$ cat config.mk
export PLATFORM = sky130hd
export DESIGN_NAME = store_unit_flat
export DESIGN_NICKNAME = d
export VERILOG_FILES = /design/src/rtl/store_unit_if.sv /design/src/rtl/store_unit.sv /design/src/flat_wrapper.sv
export SDC_FILE = /design/constraint.sdc
export NUM_CORES = 1
export LEC_CHECK = 0
export BUFFER_PORTS_ARGS = -buffer_cell sky130_fd_sc_hd__buf_2
export CORE_UTILIZATION = 48
export CTS_CLUSTER_SIZE = 28
export DETAILED_ROUTE_END_ITERATION = 6
export PLACE_DENSITY = 0.81
export REMOVE_ABC_BUFFERS = 1
export SLEW_MARGIN = 20
export SYNTH_ARGS = -nofsm -noshare
export SYNTH_HDL_FRONTEND = slang
export SYNTH_SLANG_ARGS = --single-unit
$ cat constraint.sdc
create_clock -name clk -period 2.27 [get_ports clk]
set_input_delay 0.454 -clock clk [delete_from_list [all_inputs] [get_ports clk]]
set_output_delay 0.454 -clock clk [all_outputs]
set_load 0.005 [all_outputs]
$ cat src/rtl/store_unit_if.sv
// ---------------------------------------------------------------------------
// store_unit_if
// Request/response handshake and memory-port bundle for store_unit.
// Revision: 1.0
// ---------------------------------------------------------------------------
`default_nettype none

interface store_unit_if;
    logic        start;
    logic [1:0]  store_control;
    logic [31:0] addr;
    logic [31:0] reg_data;
    logic [31:0] mem_rd_data;
    logic [31:0] mem_addr;
    logic [31:0] mem_wr_data;
    logic        mem_wr;
    logic        busy;
    logic        done;
    logic        err;

    // Control unit / memory side
    modport master (
        output start, store_control, addr, reg_data, mem_rd_data,
        input  mem_addr, mem_wr_data, mem_wr, busy, done, err
    );

    // store_unit side
    modport slave (
        input  start, store_control, addr, reg_data, mem_rd_data,
        output mem_addr, mem_wr_data, mem_wr, busy, done, err
    );
endinterface

`default_nettype wire

$ cat src/rtl/store_unit.sv
// ---------------------------------------------------------------------------
// store_unit
// Merges register data into a memory word for sb/sh/sw. sb and sh perform a
// read-modify-write, sw writes directly. Sequenced by start/done.
// Optional feature macro: STORE_UNIT_LANE_EN (address-selected byte/halfword
// lanes, word-aligned memory address, misalignment error).
// Revision: 1.0
// ---------------------------------------------------------------------------
`default_nettype none

module store_unit #(
    parameter int MEM_LAT = 1,
    parameter int CNT_W   = 4
) (
    input  wire logic   clk,
    input  wire logic   reset,
    store_unit_if.slave bus
);

    localparam logic [1:0]       CODE_SB   = 2'd1;
    localparam logic [1:0]       CODE_SH   = 2'd2;
    localparam logic [1:0]       CODE_SW   = 2'd3;
    localparam logic [CNT_W-1:0] CNT_LAST  = CNT_W'(MEM_LAT - 1);

    typedef enum logic [1:0] {
        S_IDLE  = 2'd0,
        S_READ  = 2'd1,
        S_WRITE = 2'd2,
        S_DONE  = 2'd3
    } state_t;

    state_t            state;
    state_t            state_nxt;
    logic [CNT_W-1:0]  cnt;
    logic [CNT_W-1:0]  cnt_nxt;
    logic [1:0]        ctrl_q;
    logic [15:0]       data_q;
    logic [31:0]       merged;
    logic [31:0]       req_mem_addr;
    logic              misaligned;
    logic              accept;
    logic              reject;
    logic              read_last;

    logic [31:0]       mem_addr_r;
    logic [31:0]       mem_wr_data_r;
    logic              mem_wr_r;
    logic              busy_r;
    logic              done_r;
    logic              err_r;

`ifdef STORE_UNIT_LANE_EN
    logic [1:0]        lane_q;

    // Word-aligned memory address and alignment check for the incoming request
    always_comb begin
        req_mem_addr = {bus.addr[31:2], 2'b00};
        misaligned   = ((bus.store_control == CODE_SH) && bus.addr[0]) ||
                       ((bus.store_control == CODE_SW) && (bus.addr[1:0] != 2'b00));
    end

    // Replace only the addressed byte/halfword lane of the read word
    always_comb begin
        merged = bus.mem_rd_data;
        if (ctrl_q == CODE_SB) begin
            case (lane_q)
                2'd0:    merged[7:0]   = data_q[7:0];
                2'd1:    merged[15:8]  = data_q[7:0];
                2'd2:    merged[23:16] = data_q[7:0];
                default: merged[31:24] = data_q[7:0];
            endcase
        end else if (lane_q[1]) begin
            merged[31:16] = data_q;
        end else begin
            merged[15:0]  = data_q;
        end
    end

    // Lane offset is kept separately because mem_addr is word-aligned
    always_ff @(posedge clk or negedge reset) begin
        if (!reset) begin
            lane_q <= 2'b00;
        end else if (accept) begin
            lane_q <= bus.addr[1:0];
        end
    end
`else
    // Address passes through unchanged and is never alignment-checked
    always_comb begin
        req_mem_addr = bus.addr;
        misaligned   = 1'b0;
    end

    // Fixed low-lane merge
    always_comb begin
        merged = bus.mem_rd_data;
        if (ctrl_q == CODE_SB) begin
            merged[7:0]  = data_q[7:0];
        end else begin
            merged[15:0] = data_q;
        end
    end
`endif

    // Next-state, request accept/reject and latency counter
    always_comb begin
        state_nxt = state;
        cnt_nxt   = cnt;
        accept    = 1'b0;
        reject    = 1'b0;
        read_last = 1'b0;
        case (state)
            S_IDLE: begin
                if (bus.start) begin
                    if ((bus.store_control == 2'd0) || misaligned) begin
                        reject = 1'b1;
                    end else begin
                        accept    = 1'b1;
                        cnt_nxt   = '0;
                        state_nxt = (bus.store_control == CODE_SW) ? S_WRITE : S_READ;
                    end
                end
            end
            S_READ: begin
                cnt_nxt = cnt + 1'b1;
                if (cnt == CNT_LAST) begin
                    read_last = 1'b1;
                    state_nxt = S_WRITE;
                end
            end
            S_WRITE: state_nxt = S_DONE;
            default: state_nxt = S_IDLE;
        endcase
    end

    // State register
    always_ff @(posedge clk or negedge reset) begin
        if (!reset) begin
            state <= S_IDLE;
            cnt   <= '0;
        end else begin
            state <= state_nxt;
            cnt   <= cnt_nxt;
        end
    end

    // Registered outputs and captured request; outputs follow the next state
    always_ff @(posedge clk or negedge reset) begin
        if (!reset) begin
            mem_addr_r    <= '0;
            mem_wr_data_r <= '0;
            mem_wr_r      <= 1'b0;
            busy_r        <= 1'b0;
            done_r        <= 1'b0;
            err_r         <= 1'b0;
            ctrl_q        <= 2'd0;
            data_q        <= '0;
        end else begin
            mem_wr_r <= (state_nxt == S_WRITE);
            busy_r   <= (state_nxt != S_IDLE);
            done_r   <= (state_nxt == S_DONE);
            err_r    <= reject;
            if (accept) begin
                mem_addr_r <= req_mem_addr;
                ctrl_q     <= bus.store_control;
                data_q     <= bus.reg_data[15:0];
                if (bus.store_control == CODE_SW) begin
                    mem_wr_data_r <= bus.reg_data;
                end
            end
            if (read_last) begin
                mem_wr_data_r <= merged;
            end
        end
    end

    assign bus.mem_addr    = mem_addr_r;
    assign bus.mem_wr_data = mem_wr_data_r;
    assign bus.mem_wr      = mem_wr_r;
    assign bus.busy        = busy_r;
    assign bus.done        = done_r;
    assign bus.err         = err_r;

endmodule

`default_nettype wire

$ cat src/flat_wrapper.sv
// flat-port wrapper written by rule: the top's interface ports become plain ports
module store_unit_flat 
#(
    parameter int MEM_LAT = 1,
    parameter int CNT_W   = 4
)
  (clk, reset, bus_start, bus_store_control, bus_addr, bus_reg_data, bus_mem_rd_data, bus_mem_addr, bus_mem_wr_data, bus_mem_wr, bus_busy, bus_done, bus_err);
  store_unit_if bus_i ();
  input  wire logic clk;
  input  wire logic reset;
  input wire logic [$bits(bus_i.start)-1:0] bus_start;
  input wire logic [$bits(bus_i.store_control)-1:0] bus_store_control;
  input wire logic [$bits(bus_i.addr)-1:0] bus_addr;
  input wire logic [$bits(bus_i.reg_data)-1:0] bus_reg_data;
  input wire logic [$bits(bus_i.mem_rd_data)-1:0] bus_mem_rd_data;
  output wire logic [$bits(bus_i.mem_addr)-1:0] bus_mem_addr;
  output wire logic [$bits(bus_i.mem_wr_data)-1:0] bus_mem_wr_data;
  output wire logic [$bits(bus_i.mem_wr)-1:0] bus_mem_wr;
  output wire logic [$bits(bus_i.busy)-1:0] bus_busy;
  output wire logic [$bits(bus_i.done)-1:0] bus_done;
  output wire logic [$bits(bus_i.err)-1:0] bus_err;
  assign bus_i.start = bus_start;
  assign bus_i.store_control = bus_store_control;
  assign bus_i.addr = bus_addr;
  assign bus_i.reg_data = bus_reg_data;
  assign bus_i.mem_rd_data = bus_mem_rd_data;
  assign bus_mem_addr = bus_i.mem_addr;
  assign bus_mem_wr_data = bus_i.mem_wr_data;
  assign bus_mem_wr = bus_i.mem_wr;
  assign bus_busy = bus_i.busy;
  assign bus_done = bus_i.done;
  assign bus_err = bus_i.err;
  store_unit #(.MEM_LAT(MEM_LAT), .CNT_W(CNT_W)) u_core (.clk(clk), .reset(reset), .bus(bus_i));
endmodule
==> flow_summary_export.csv <==
group,metric,value,unit
clock_tree,cts.sinks,92,
clock_tree,cts-root-buf,"clkbuf_8",
layout,area_growth,28.6,%
outcome,status,"complete, no violations",
setup_path,critPathCapture,"u_core.bus.mem_wr_data[30]$_DFFE_PN0P_",
timing,fmax,0.498,GHz
clock_tree,cts_resized,0,
clock_tree,path_clk_slew,80,ps
setup_path,critPathMaxFanout,24,
layout,nNetsFinal,564,
synthesis,yosysWarningCount,0,
synthesis,synthCells,303,
layout,final.fill_count,626,
grt,antenna_found_initial,0,
die,die_h,92.6,um
clock_tree,cts_hold_buf,0,
setup_path,cp-start-kind,"register",
detailed_routing,first_pass_iters,4,
die,die-width,92.6,um
place,io_buffers,160,
clock_tree,cts_inserted_buffers,9,
power,power_leakage,2.66,nW
clock_tree,post_cts_buffers,0,
grt,grt_max_degree,54,
detailed_routing,wl,8080,um
setup_path,ff2ff_path_depth,7,
layout,diodes,0,
setup_path,setup.worst_path.end_class,"register",
synthesis,yosysSeqAreaShare,58.5,%
worst_hold_path,min_path_type,"input port to async pin",
clock_tree,h-tree-depth,3,
detailed_routing,postRouteAntennaNets,0,
setup_path,crit_start,"u_core.cnt[0]$_DFFE_PN0P_",
clock_tree,clk_path_buf_depth,2,
layout,multi_input_area,1480,sq um
place,placed_cells_incl_taps,552,
synthesis,synth.distinct_cells,32,
grt,overflow,0,
setup_path,critical_path_class,"register to register",
timing,period_minus_slack,2010,ps
layout,instances_no_fill,567,
timing,hold_viol_final,0,
detailed_routing,vias,2905,
setup_path,regToRegEndpoint,"u_core.bus.mem_wr_data[30]$_DFFE_PN0P_",
run,max_cap_violations,0,
grt,grt_pass1_vias,3035,
clock_tree,clk_latency,340,ps
layout,seq_area,2300,sq um
die,ioPinCount,169,
timing,rsz0062_at_grt,"false",
grt,grt_pass1_wl,13500,um
setup_path,cp_data_required_time,2480,ps
grt,grtUsageTotal,20.2,%
synthesis,synth_area_leaders,"dfrtp_1, mux2_2, mux2i_1",
timing,worst_slew_pin_slew,588,ps
die,dieArea,8570,sq um
timing,fin_tns_setup,0,ps
timing,max_slew_margin,60.8,%
place,dp_hpwl,5920,um
power,p_per_area,1350,nW/um^2
detailed_routing,drc,0,
detailed_routing,via_per_inst,5.12,
timing,final-setup-viol-count,0,
die,core-area,7850,sq um
timing,slew_violations,0,
timing,skew,7.44,ps
die,num_rows,32,
detailed_routing,routedWlPerCell,14.3,um
timing,finalCritPeriodShare,88.5,%
die,initial_core_util,50.2,%
detailed_routing,first_iter_violations,67,
synthesis,syn_area,3940,sq um
clock_tree,cts_tree,"built",
place,place.gp.congestion,0.717,
synthesis,syn_area_per_cell,13.0,sq um
setup_path,timing.rr.start,"u_core.cnt[0]$_DFFE_PN0P_",
synthesis,ys_ff_latch,92,
setup_path,cp_data_arrival_time,2220,ps
power,ir_worst_vdd,0.653,mV
synthesis,synth_top_area_share,58.5,%
synthesis,yosysTopAreaCell,"dfrtp_1",
setup_path,rrSetupSlack,260,ps
layout,layout-drive-gt1-share,52.0,%
==> layer usage <==
| metal | up-vias | track usage [%] | routed length (um) |
|---|---|---|---|
| li1 | 1363 | - | - |
| met1 | 1431 | 23.5 | 3260 |
| met2 | 99 | 36.0 | 4230 |
| met3 | 12 | 4.43 | 470 |
| met4 | 0 | 7.94 | 129 |
| met5 | - | 0 | 0 |
==> through the flow <==
stage / instance area, sq um / util [%] / setup WS, ps / hold slack (ps) / power (mW)
after floorplan: 3800 / - / -46.8 / 158 / 4.43
after global placement: 4830 / 61.5 / 388 / 459 / 5.47
after detailed placement: 4830 / 61.5 / 322 / 469 / 5.65
after CTS: 5060 / 64.5 / 241 / 107 / 6.96
after global routing: 5060 / 64.5 / 78.8 / 135 / 7.37
final: 5060 / 64.5 / 260 / 97.3 / 6.86
==> layout by cell type (no fill, tap or decap), drive strengths merged <==
cell type and n:
nor3 2, xnor2 1, o221ai 1, nand4bb 1, mux2i 31, ha 2
inv 6, dfrtp 92, o21ai 34, buf 166, nand3b 1, nor3b 1
a21o 1, nand4b 1, xor2 2, a31oi 1, nor2b 3, o22ai 2
clkbuf 11, a21oi 2, nand4 2, nor2 5, or2 1, nand2 35
bufinv 3, clkinvlp 1, mux2 57
==> worst min-delay path by stage <==
| stage | start | end | slack, ps | cells past startpoint |
|---|---|---|---|---|
| after global routing | reset | u_core.bus.mem_wr_data[21]$_DFFE_PN0P_ | 140 | 1 |
| after global placement | u_core.bus.mem_wr_data[8]$_DFFE_PN0P_ | u_core.bus.mem_wr_data[8]$_DFFE_PN0P_ | 460 | 2 |
| after CTS | reset | u_core.bus.mem_wr_data[21]$_DFFE_PN0P_ | 110 | 1 |
| after detailed placement | u_core.bus.mem_wr_data[28]$_DFFE_PN0P_ | u_core.bus.mem_wr_data[28]$_DFFE_PN0P_ | 470 | 2 |
| final | reset | u_core.bus.mem_wr_data[21]$_DFFE_PN0P_ | 100 | 1 |
| after floorplan | reset | u_core.bus.busy$_DFF_PN0_ | 160 | 0 |
==> area by class of cell <==
type | count | share of cell area (%)
Multi-Input combinational cell | 186 | 29.1
Tap cell | 102 | 2.52
Clock buffer | 11 | 2.79
Sequential cell | 92 | 45.5
Timing Repair Buffer | 166 | 17.7
Clock inverter | 4 | 1.93
Inverter | 6 | 0.445
==> power breakdown <==
part           internal, mW  switching [mW]
combinational          1.46            1.23
sequential             2.45           0.436
clock                 0.756           0.525
total                  4.67            2.19
==> cell usage after synthesis <==
library cell / count
dfrtp_1: 92
mux2_2: 57
nand2_1: 34
mux2i_1: 31
o21ai_0: 23
o21ai_1: 10
buf_6: 8
clkbuf_1: 7
inv_1: 6
nor2_1: 5
nor2b_1: 3
a21oi_1: 2
buf_2: 2
ha_1: 2
nand4_1: 2
o22ai_1: 2
xor2_1: 2
a21o_1: 1
a31oi_1: 1
buf_4: 1
clkbuf_2: 1
nand2_4: 1
nand3b_1: 1
nand4b_1: 1
nand4bb_1: 1
nor3_1: 1
nor3_4: 1
nor3b_1: 1
o21ai_2: 1
o221ai_1: 1
or2_2: 1
xnor2_1: 1
==> critical path, stage by stage (launching register included) <==
cell and delay, ps:
dfrtp_1 430, inv_1 90, ha_1 180, nor3b_1 410, nand2_4 240, buf_12 240, mux2i_1 170, o21ai_0 100
==> sequential cells by signal (all words and copies together) (netlist names) <==
signal                  count
u_core.bus.mem_addr        32
u_core.bus.busy             1
u_core.ctrl_q               2
u_core.cnt                  4
u_core.bus.err              1
u_core.state                2
u_core.data_q              16
u_core.bus.done             1
u_core.bus.mem_wr_data     32
u_core.bus.mem_wr           1
==> kinds of logic (layout without fill, tap and decap cells) <==
group                    after synthesis  count (layout)  synth area share, %
adder cells (fa/ha/maj)                2               2                0.635
XOR/XNOR                               3               3                0.667
AND/OR/NAND/NOR                       52              52                 6.39
flip-flops                            92              92                 58.5
buffers and inverters                 25             187                 4.10
multiplexers                          88              88                 24.2
AO/OA/AOI/OAI                         41              41                 5.56
Power figures use the tool's default switching activity.
